`src/rtl/cpu_pkg.sv`:
```
// Shared CPU definitions: fetch state encoding and address-width constants.
package cpu_pkg;

    localparam int unsigned ADDR_W = 32;
    localparam logic [ADDR_W-1:0] RESET_PC_DEFAULT = 32'h0000_0000;

    typedef enum logic [1:0] {
        StIdle,
        StFetch,
        StHold
    } fetch_state_e;

endpackage

```
`src/rtl/fetch_unit_if.sv`:
```
// Fetch-stage bundle: instruction-memory read port, decode handshake, redirect input, perf counter.
interface fetch_unit_if #(
    parameter int unsigned INSTR_W = 32
);
    import cpu_pkg::*;

    logic                imem_req;
    logic [ADDR_W-1:0]   imem_addr;
    logic                imem_ack;
    logic [INSTR_W-1:0]  imem_rdata;
    logic                instr_valid;
    logic                instr_ready;
    logic [INSTR_W-1:0]  instr;
    logic [ADDR_W-1:0]   instr_pc;
    logic                redirect_valid;
    logic [ADDR_W-1:0]   redirect_pc;
    logic [31:0]         perf_wait_cycles;

    modport master (
        output imem_req, imem_addr, instr_valid, instr, instr_pc, perf_wait_cycles,
        input  imem_ack, imem_rdata, instr_ready, redirect_valid, redirect_pc
    );

    modport slave (
        input  imem_req, imem_addr, instr_valid, instr, instr_pc, perf_wait_cycles,
        output imem_ack, imem_rdata, instr_ready, redirect_valid, redirect_pc
    );

endinterface

```
`src/rtl/add_one.sv`:
```
// Combinational incrementer; wraps modulo 2**W.
module add_one #(
    parameter int unsigned W = 32
) (
    input  logic [W-1:0] a,
    output logic [W-1:0] y
);

    assign y = a + W'(1);

endmodule

```
`src/rtl/fetch_unit.sv`:
```
// Instruction-fetch stage: PC, imem read, instruction register, decode handshake, redirects.
// Optional wait-cycle counter enabled by defining FETCH_PERF_CNT_EN.
module fetch_unit
    import cpu_pkg::*;
#(
    parameter logic [ADDR_W-1:0] RESET_PC = RESET_PC_DEFAULT,
    parameter int unsigned       INSTR_W  = 32
) (
    input  logic         clk,
    input  logic         rst_n,
    fetch_unit_if.master bus
);

    fetch_state_e       state_q, state_d;
    logic [ADDR_W-1:0]  pc_q, pc_d, pc_plus_one;
    logic [ADDR_W-1:0]  pend_pc_q, pend_pc_d;
    logic [ADDR_W-1:0]  instr_pc_q, instr_pc_d;
    logic [INSTR_W-1:0] instr_q, instr_d;
    logic               pend_q, pend_d;
    logic               req_q, req_d;
    logic               valid_q, valid_d;

    add_one #(.W(ADDR_W)) u_pc_inc (.a(pc_q), .y(pc_plus_one));

    always_comb begin
        state_d    = state_q;
        pc_d       = pc_q;
        pend_d     = pend_q;
        pend_pc_d  = pend_pc_q;
        instr_d    = instr_q;
        instr_pc_d = instr_pc_q;
        req_d      = req_q;
        valid_d    = valid_q;
        case (state_q)
            StIdle: begin
                state_d = StFetch;
                req_d   = 1'b1;
                if (bus.redirect_valid) pc_d = bus.redirect_pc;
            end
            StFetch: begin
                if (!req_q) begin
                    // One-cycle gap after a discarded ack; PC is not yet on the bus
                    req_d = 1'b1;
                    if (bus.redirect_valid) pc_d = bus.redirect_pc;
                end else if (bus.imem_ack) begin
                    req_d = 1'b0;
                    if (pend_q || bus.redirect_valid) begin
                        pc_d   = bus.redirect_valid ? bus.redirect_pc : pend_pc_q;
                        pend_d = 1'b0;
                    end else begin
                        instr_d    = bus.imem_rdata;
                        instr_pc_d = pc_q;
                        valid_d    = 1'b1;
                        state_d    = StHold;
                    end
                end else if (bus.redirect_valid) begin
                    pend_d    = 1'b1;
                    pend_pc_d = bus.redirect_pc;
                end
            end
            StHold: begin
                if (valid_q && bus.instr_ready) begin
                    valid_d = 1'b0;
                    req_d   = 1'b1;
                    state_d = StFetch;
                    pc_d    = bus.redirect_valid ? bus.redirect_pc : pc_plus_one;
                end else if (bus.redirect_valid) begin
                    valid_d = 1'b0;
                    req_d   = 1'b1;
                    state_d = StFetch;
                    pc_d    = bus.redirect_pc;
                end
            end
            default: state_d = StIdle;
        endcase
    end

    always_ff @(posedge clk) begin
        if (!rst_n) begin
            state_q    <= StIdle;
            pc_q       <= RESET_PC;
            pend_q     <= 1'b0;
            pend_pc_q  <= '0;
            instr_q    <= '0;
            instr_pc_q <= '0;
            req_q      <= 1'b0;
            valid_q    <= 1'b0;
        end else begin
            state_q    <= state_d;
            pc_q       <= pc_d;
            pend_q     <= pend_d;
            pend_pc_q  <= pend_pc_d;
            instr_q    <= instr_d;
            instr_pc_q <= instr_pc_d;
            req_q      <= req_d;
            valid_q    <= valid_d;
        end
    end

    assign bus.imem_req    = req_q;
    assign bus.imem_addr   = pc_q;
    assign bus.instr_valid = valid_q;
    assign bus.instr       = instr_q;
    assign bus.instr_pc    = instr_pc_q;

`ifdef FETCH_PERF_CNT_EN
    logic [31:0] perf_q, perf_inc;

    add_one #(.W(32)) u_perf_inc (.a(perf_q), .y(perf_inc));

    always_ff @(posedge clk) begin
        if (!rst_n) begin
            perf_q <= '0;
        end else if (req_q && !bus.imem_ack && (perf_q != 32'hFFFF_FFFF)) begin
            perf_q <= perf_inc;
        end
    end

    assign bus.perf_wait_cycles = perf_q;
`else
    assign bus.perf_wait_cycles = '0;
`endif

endmodule

```
`src/flat_wrapper.sv`:
```
// flat-port wrapper written by rule: the top's interface ports become plain ports
module fetch_unit_flat import cpu_pkg::*;
#(
    parameter logic [ADDR_W-1:0] RESET_PC = RESET_PC_DEFAULT,
    parameter int unsigned       INSTR_W  = 32
)
  (clk, rst_n, bus_imem_req, bus_imem_addr, bus_instr_valid, bus_instr, bus_instr_pc, bus_perf_wait_cycles, bus_imem_ack, bus_imem_rdata, bus_instr_ready, bus_redirect_valid, bus_redirect_pc);
  fetch_unit_if #(.INSTR_W(INSTR_W)) bus_i ();
  input  logic clk;
  input  logic rst_n;
  output wire logic [$bits(bus_i.imem_req)-1:0] bus_imem_req;
  output wire logic [$bits(bus_i.imem_addr)-1:0] bus_imem_addr;
  output wire logic [$bits(bus_i.instr_valid)-1:0] bus_instr_valid;
  output wire logic [$bits(bus_i.instr)-1:0] bus_instr;
  output wire logic [$bits(bus_i.instr_pc)-1:0] bus_instr_pc;
  output wire logic [$bits(bus_i.perf_wait_cycles)-1:0] bus_perf_wait_cycles;
  input wire logic [$bits(bus_i.imem_ack)-1:0] bus_imem_ack;
  input wire logic [$bits(bus_i.imem_rdata)-1:0] bus_imem_rdata;
  input wire logic [$bits(bus_i.instr_ready)-1:0] bus_instr_ready;
  input wire logic [$bits(bus_i.redirect_valid)-1:0] bus_redirect_valid;
  input wire logic [$bits(bus_i.redirect_pc)-1:0] bus_redirect_pc;
  assign bus_imem_req = bus_i.imem_req;
  assign bus_imem_addr = bus_i.imem_addr;
  assign bus_instr_valid = bus_i.instr_valid;
  assign bus_instr = bus_i.instr;
  assign bus_instr_pc = bus_i.instr_pc;
  assign bus_perf_wait_cycles = bus_i.perf_wait_cycles;
  assign bus_i.imem_ack = bus_imem_ack;
  assign bus_i.imem_rdata = bus_imem_rdata;
  assign bus_i.instr_ready = bus_instr_ready;
  assign bus_i.redirect_valid = bus_redirect_valid;
  assign bus_i.redirect_pc = bus_redirect_pc;
  fetch_unit #(.RESET_PC(RESET_PC), .INSTR_W(INSTR_W)) u_core (.clk(clk), .rst_n(rst_n), .bus(bus_i));
endmodule
```
`config.mk`:
```
export PLATFORM = sky130hd
export DESIGN_NAME = fetch_unit_flat
export DESIGN_NICKNAME = d
export VERILOG_FILES = /design/src/rtl/cpu_pkg.sv /design/src/rtl/fetch_unit_if.sv /design/src/rtl/add_one.sv /design/src/rtl/fetch_unit.sv /design/src/flat_wrapper.sv
export SDC_FILE = /design/constraint.sdc
export NUM_CORES = 1
export LEC_CHECK = 0
export BUFFER_PORTS_ARGS = -buffer_cell sky130_fd_sc_hd__buf_2
export CORE_ASPECT_RATIO = 1.4
export CORE_MARGIN = 5
export CORE_UTILIZATION = 37
export DETAILED_ROUTE_END_ITERATION = 7
export PLACE_DENSITY = 0.65
export SYNTH_ARGS = -nofsm -noshare
export SYNTH_HDL_FRONTEND = slang
export SYNTH_SLANG_ARGS = --single-unit
```
`constraint.sdc`:
```
create_clock -name clk -period 4.2 [get_ports clk]
set_input_delay 0.63 -clock clk [delete_from_list [all_inputs] [get_ports clk]]
set_output_delay 0.63 -clock clk [all_outputs]
set_load 0.005 [all_outputs]
```
==> run metrics, run 1 <==
mux contribution to synthesized area=0.0339; CTS Sinks=133; Worst Max-Slew Pin Slew=0.918 ns; Clock transition at path regs=0.06 ns; number of synthesized flops with an enable pin=0; core box area=18600 sq um; area delta synth->final=20.8%; drt total wl=about 24 mm; DP Area=roughly 8000 sq um; RSZ-0062 raised after global routing=false; drt drc=0; min Tclk post-route=2.75 ns; Resized Gates After CTS=0; critical path class=reg -> reg; pwr/cell area=547 nW/um^2; Die Wd=126 um; root buffer cell=clkbuf_16; Post-CTS Setup Repair Bufs=0; final worst-path cycle share=0.654; Synth Register Bits=133; Max VDD drop=around 0.31 mV; status=finished, final reports clean; IO Count=199; Nets=1121; startpoint types=flip-flop; Placed Cells=1272; xor/xnor cell area share of the yosys netlist=0.0239; initial antenna violation count=0; maximum root-to-sink buffer count=2; critical path fanouts, max=15; # hold bufs at CTS=0; Mapped Cells=a little over 900; most common cell after layout, fill and taps aside=nand2_1; vias in the first global route=6684; row cnt=59; post-synthesis sequential area ratio=0.382; Buffers on Ports=166; diode count=0; post-route insts no fill=around 1300; largest family of logic cells by synthesized area=compound AO/OA/AOI/OAI gates; Global Route Usage Sum=0.212; Leak=0.00337 uW; Detail Placement HPWL=16.3 mm; Die Ht=between 150 and 200 um; Design Area, Final=8420 sq um; fraction of layout cells with a size suffix above 1=0.230; Syn. warnings=0; Worst setup EP type=flip-flop; asr flop ratio synth=0; Max-cap violations=0; Post-Synth Adder-Cell Area=0.00898; synthesized cell area=around 7000 sq um; Slew Limit Fails=0; starting density of the core=0.375; Worst EP arrival=3.06 ns; fillers=1876; pin count of the biggest net entering global routing=65; Synth Area in Compound Gates=0.248; Max Clk Rate=364 MHz; Worst Hold Class=in -> reg; clk_lat worst skew=0.42 ns; final clock skew=about 0.0094 ns; commonest cells after routing, fill and taps aside=234 x nand2_1, 166 x buf_2, 133 x a21oi_1, 133 x dfxtp_1, 48 x o21ai_0; most common flop cell mapped by yosys=dfxtp_1; vias per cell=~5.5; grt ovf=0; Slew HR=0.386; Placer Congestion=~0.89; Vias=7177; setup TNS=0 ns; H-tree Lvls=4; wire length per cell=about 18 um; Final ANT Viol Nets=0; DRT Pass-1 Iters=5; simple-gate portion of the synthesized area=0.220; critical path required time=4.51 ns; final hold violations=0; setup violators final=0; CTS tree=yes; first-pass GRT wire length=36.7 mm; Num CTS Buffers=17; Yosys cell types=65; DRT iter0 DRCs=between 600 and 700; Die ar.=about 22000 sq um; Avg Inst Size Synth=7.55 sq um
worst max-delay path: stages, from the launching register on:
cell,delay (ns)
dfxtp_1,0.74
and2_1,0.52
a21o_1,0.59
nor3_2,0.23
a22o_1,0.28
a22oi_1,0.17
o21ai_0,0.10
Yosys cell counts, types with 3 or more instances:
| library cell | count | share of area |
|---|---|---|
| a221oi_1 | 8 | 0.010 |
| nand2b_1 | 6 | 0.0054 |
| and2_1 | 4 | 0.0036 |
| buf_4 | 32 | 0.034 |
| a32o_1 | 6 | 0.0086 |
| a31oi_1 | 10 | 0.0090 |
| buf_1 | 3 | 0.0016 |
| xor2_1 | 8 | 0.010 |
| a32oi_1 | 4 | 0.0050 |
| o211ai_1 | 6 | 0.0065 |
| nor3_1 | 7 | 0.0050 |
| mux2_2 | 13 | 0.021 |
| clkbuf_1 | 57 | 0.031 |
| mux2i_1 | 9 | 0.013 |
| a22o_1 | 5 | 0.0063 |
| a2bb2oi_1 | 4 | 0.0050 |
| o21bai_1 | 3 | 0.0032 |
| o311ai_0 | 3 | 0.0038 |
| or3_1 | 4 | 0.0036 |
| nor4_1 | 7 | 0.0063 |
| o21ai_0 | 48 | 0.034 |
| and3_1 | 6 | 0.0054 |
| o22ai_1 | 8 | 0.0072 |
| nand4_1 | 10 | 0.0090 |
| nand3_1 | 18 | 0.013 |
| a211oi_1 | 9 | 0.0097 |
| nor2_1 | 26 | 0.014 |
| inv_1 | 9 | 0.0048 |
| nand2_1 | 234 | 0.13 |
| xnor2_1 | 11 | 0.014 |
| buf_2 | 14 | 0.010 |
| ha_1 | 5 | 0.0090 |
| o221ai_1 | 5 | 0.0063 |
| a21oi_1 | 133 | 0.095 |
| and4_1 | 4 | 0.0050 |
| a22oi_1 | 15 | 0.016 |
| dfxtp_1 | 133 | 0.38 |
state kept, by name, indices dropped and copies added, names as in the netlist:
name	cells
u_core.bus.imem_addr	32
u_core.bus.imem_req	1
u_core.bus.instr	32
u_core.bus.instr_pc	32
u_core.bus.instr_valid	1
u_core.pend_pc_q	32
u_core.pend_q	1
u_core.state_q	2
cells by family after synthesis:
family | after synthesis
buf+inv | 118
compound gates | 283
simple gates | 342
flops | 133
mux | 22
fa+ha+maj | 5
xor+xnor | 19
other cells | 1
per-stage QoR:
stage	setup slack (ns)	power, uW	hold WS, ns	util
global placement	1.36	3070	0.439	0.421
CTS	1.50	4600	0.426	0.453
global route	1.24	4830	0.427	0.453
floorplan	2.13	2560	0.433	-
detailed placement	1.30	3090	0.443	0.421
finish	1.45	4610	0.440	0.453
path summary, 6_finish.rpt:
path / from / to / slack, ns / depth (start not counted)
worst max register to register: u_core.bus.imem_req / u_core.bus.imem_addr[29] / 1.45 / 6
worst min register to register: u_core.bus.instr_pc[1] / u_core.bus.instr_pc[1] / 0.45 / 2
worst max-delay path: u_core.bus.imem_req / u_core.bus.imem_addr[29] / 1.45 / 6
worst min-delay path: bus_imem_rdata[5] / u_core.bus.instr[5] / 0.44 / 3
power breakdown:
| part | switching [uW] | total (uW) | internal (uW) |
|---|---|---|---|
| Combinational | 857 | 1390 | 533 |
| Sequential | 306 | 1710 | 1400 |
| Clock | 617 | 1510 | 890 |
| Total | 1780 | 4610 | 2830 |
cell type report:
type / count / area [sq um] / area share
Multi-Input combinational cell: 703 / 3860 / 0.458
Clock buffer: 17 / 425 / 0.0505
Clock inverter: 15 / 170 / 0.0202
Sequential cell: 133 / 2660 / 0.316
Tap cell: 244 / 305 / 0.0363
Timing Repair Buffer: 181 / 956 / 0.114
Inverter: 11 / 42.5 / 0.00505
layer usage:
metal,up-vias,part of all wire,global-route usage
met1,3323,0.41,0.260
met2,368,0.48,0.353
met4,0,0.030,0.0887
met5,-,0,0
met3,49,0.078,0.0569
li1,3437,-,-
No activity file was read; power rests on OpenSTA's default activity.
==> inputs of run 2 (changes only) <==
- clock period: 4.2 -> 2.8 ns (I/O delays scaled with it)
==> run 2 against run 1 <==
  * Sequential power is 43% higher
  * Sequential share of layout area shrank 0.73 points
  * Critical path depth grew 1
  * Routed wire length rose by 0.22%
  * Die area unchanged
  * Clock power increased by 52%
  * Via count is 0.49% higher
  * Clock-buffer cell count stayed put
  * Setup slack got worse by 1.0 ns
  * Critical path type unchanged
  * Critical endpoint is now u_core.bus.imem_addr[21]
  * Largest cell class unchanged
==> run metrics, run 2 (synthesis gave the netlist of run 1 again) <==
critical path class=reg -> reg; Leak=between 0.003 and 0.004 uW; CTS tree=yes; Placed Cells=1294; area delta synth->final=23.6%; Max Clk Rate=419 MHz; maximum root-to-sink buffer count=2; Die ar.=21700 sq um; most common cell after layout, fill and taps aside=nand2_1; DRT iter0 DRCs=606; drt total wl=about 24 mm; first-pass GRT wire length=roughly 37 mm; pwr/cell area=slightly above 800 nW/um^2; pre-CTS setup slack=between 0.4 and 0.5 ns; startpoint types=flip-flop; starting density of the core=0.375; wire length per cell=18.0 um; pin count of the biggest net entering global routing=65; fraction of layout cells with a size suffix above 1=0.246; final hold violations=0; status=finished, final reports clean; Worst Max-Slew Pin Slew=~0.75 ns; Buffers on Ports=166; CTS Sinks=133; final clock skew=0.00923 ns; row cnt=59; Placer Congestion=0.936; critical path fanouts, max=15; initial antenna violation count=1; Worst setup EP type=flip-flop; Global Route Usage Sum=0.213; vias in the first global route=6825; H-tree Lvls=4; Slew Limit Fails=0; Clock transition at path regs=0.06 ns; Worst EP arrival=about 2.7 ns; Layout Utilization=0.463; fillers=1881; Vias=7212; commonest cells after routing, fill and taps aside=234 x nand2_1, 166 x buf_2, 133 x a21oi_1, 133 x dfxtp_1, 48 x o21ai_0; DRT Pass-1 Iters=5; post-route insts no fill=1326; final setup margin=just over 0.4 ns; setup TNS=0 ns; Max-cap violations=0; minimum setup slack among reg-to-reg paths=around 0.41 ns; RSZ-0062 raised after global routing=false; setup violators final=0; Max VDD drop=0.441 mV; diode count=0; Nets=1143; IO Count=199; clk_lat worst skew=~0.42 ns; Resized Gates After CTS=0; Post-CTS Setup Repair Bufs=0; Detail Placement HPWL=17.0 mm; critical path required time=3.11 ns; Num CTS Buffers=17; min Tclk post-route=2.39 ns; vias per cell=5.44; Die Ht=172 um; Final ANT Viol Nets=0; final worst-path cycle share=0.853; hold slack final=between 0.2 and 0.25 ns; drt drc=0; Die Wd=126 um; root buffer cell=clkbuf_16; core box area=18600 sq um; # hold bufs at CTS=0; Slew HR=0.498; grt ovf=0; Worst Hold Class=in -> reg
## run 2: cell count changes in the layout (fill, tap and decap cells not counted), sizes merged
cell	previous run	this run
buf	181	203
bufinv	2	3
clkinv	6	9
clkinvlp	2	3
inv	16	11
## run 2: layout make-up
class / instances / area (sq um) / share of cell area
clock buffers: 17 / 425 / 0.0494
clock inverters: 15 / 180 / 0.0209
inverters: 11 / 42.5 / 0.00494
multi-input cells: 703 / 3860 / 0.447
flip-flops and latches: 133 / 2660 / 0.309
well taps: 244 / 305 / 0.0354
repair buffers: 203 / 1150 / 0.133
## run 2: power by group
group / leakage (uW) / total (uW) / switching, uW / internal, uW
sequential: 0.00108 / 2440 / 330 / 2110
combinational: 0.00213 / 2350 / 1440 / 916
clock: 0.000290 / 2290 / 887 / 1400
## run 2: layer usage
metal | wire length, um | vias up | GRT usage
met1 | 9910 | 3363 | 0.261
met3 | 1810 | 51 | 0.0544
met5 | 0 | - | 0
met4 | 717 | 0 | 0.0896
met2 | 11400 | 312 | 0.357
li1 | - | 3486 | -
## run 2: worst max-delay path: stages (launching register included)
cell     delay, ns
dfxtp_1       0.38
inv_1         0.08
ha_1          0.58
nand2_1       0.29
or3_1         0.42
a31oi_1       0.18
o21ai_0       0.11
a31o_1        0.23
## run 2: path summary, 6_finish.rpt
kind,cells past startpoint,startpoint,end
setup / recovery,7,u_core.state_q[0],u_core.bus.imem_addr[21]
hold / removal,3,bus_imem_rdata[0],u_core.bus.instr[0]
setup reg to reg,7,u_core.state_q[0],u_core.bus.imem_addr[21]
hold reg to reg,2,u_core.bus.instr[5],u_core.bus.instr[5]
## run 2: per-stage QoR
step / instance area (sq um) / power [uW]
6_report: 8620 / 7080
2_1_floorplan: 7090 / 3840
4_1_cts: 8620 / 7090
5_1_grt: 8620 / 7460
3_5_place_dp: 8010 / 4780
3_3_place_gp: 8010 / 4760
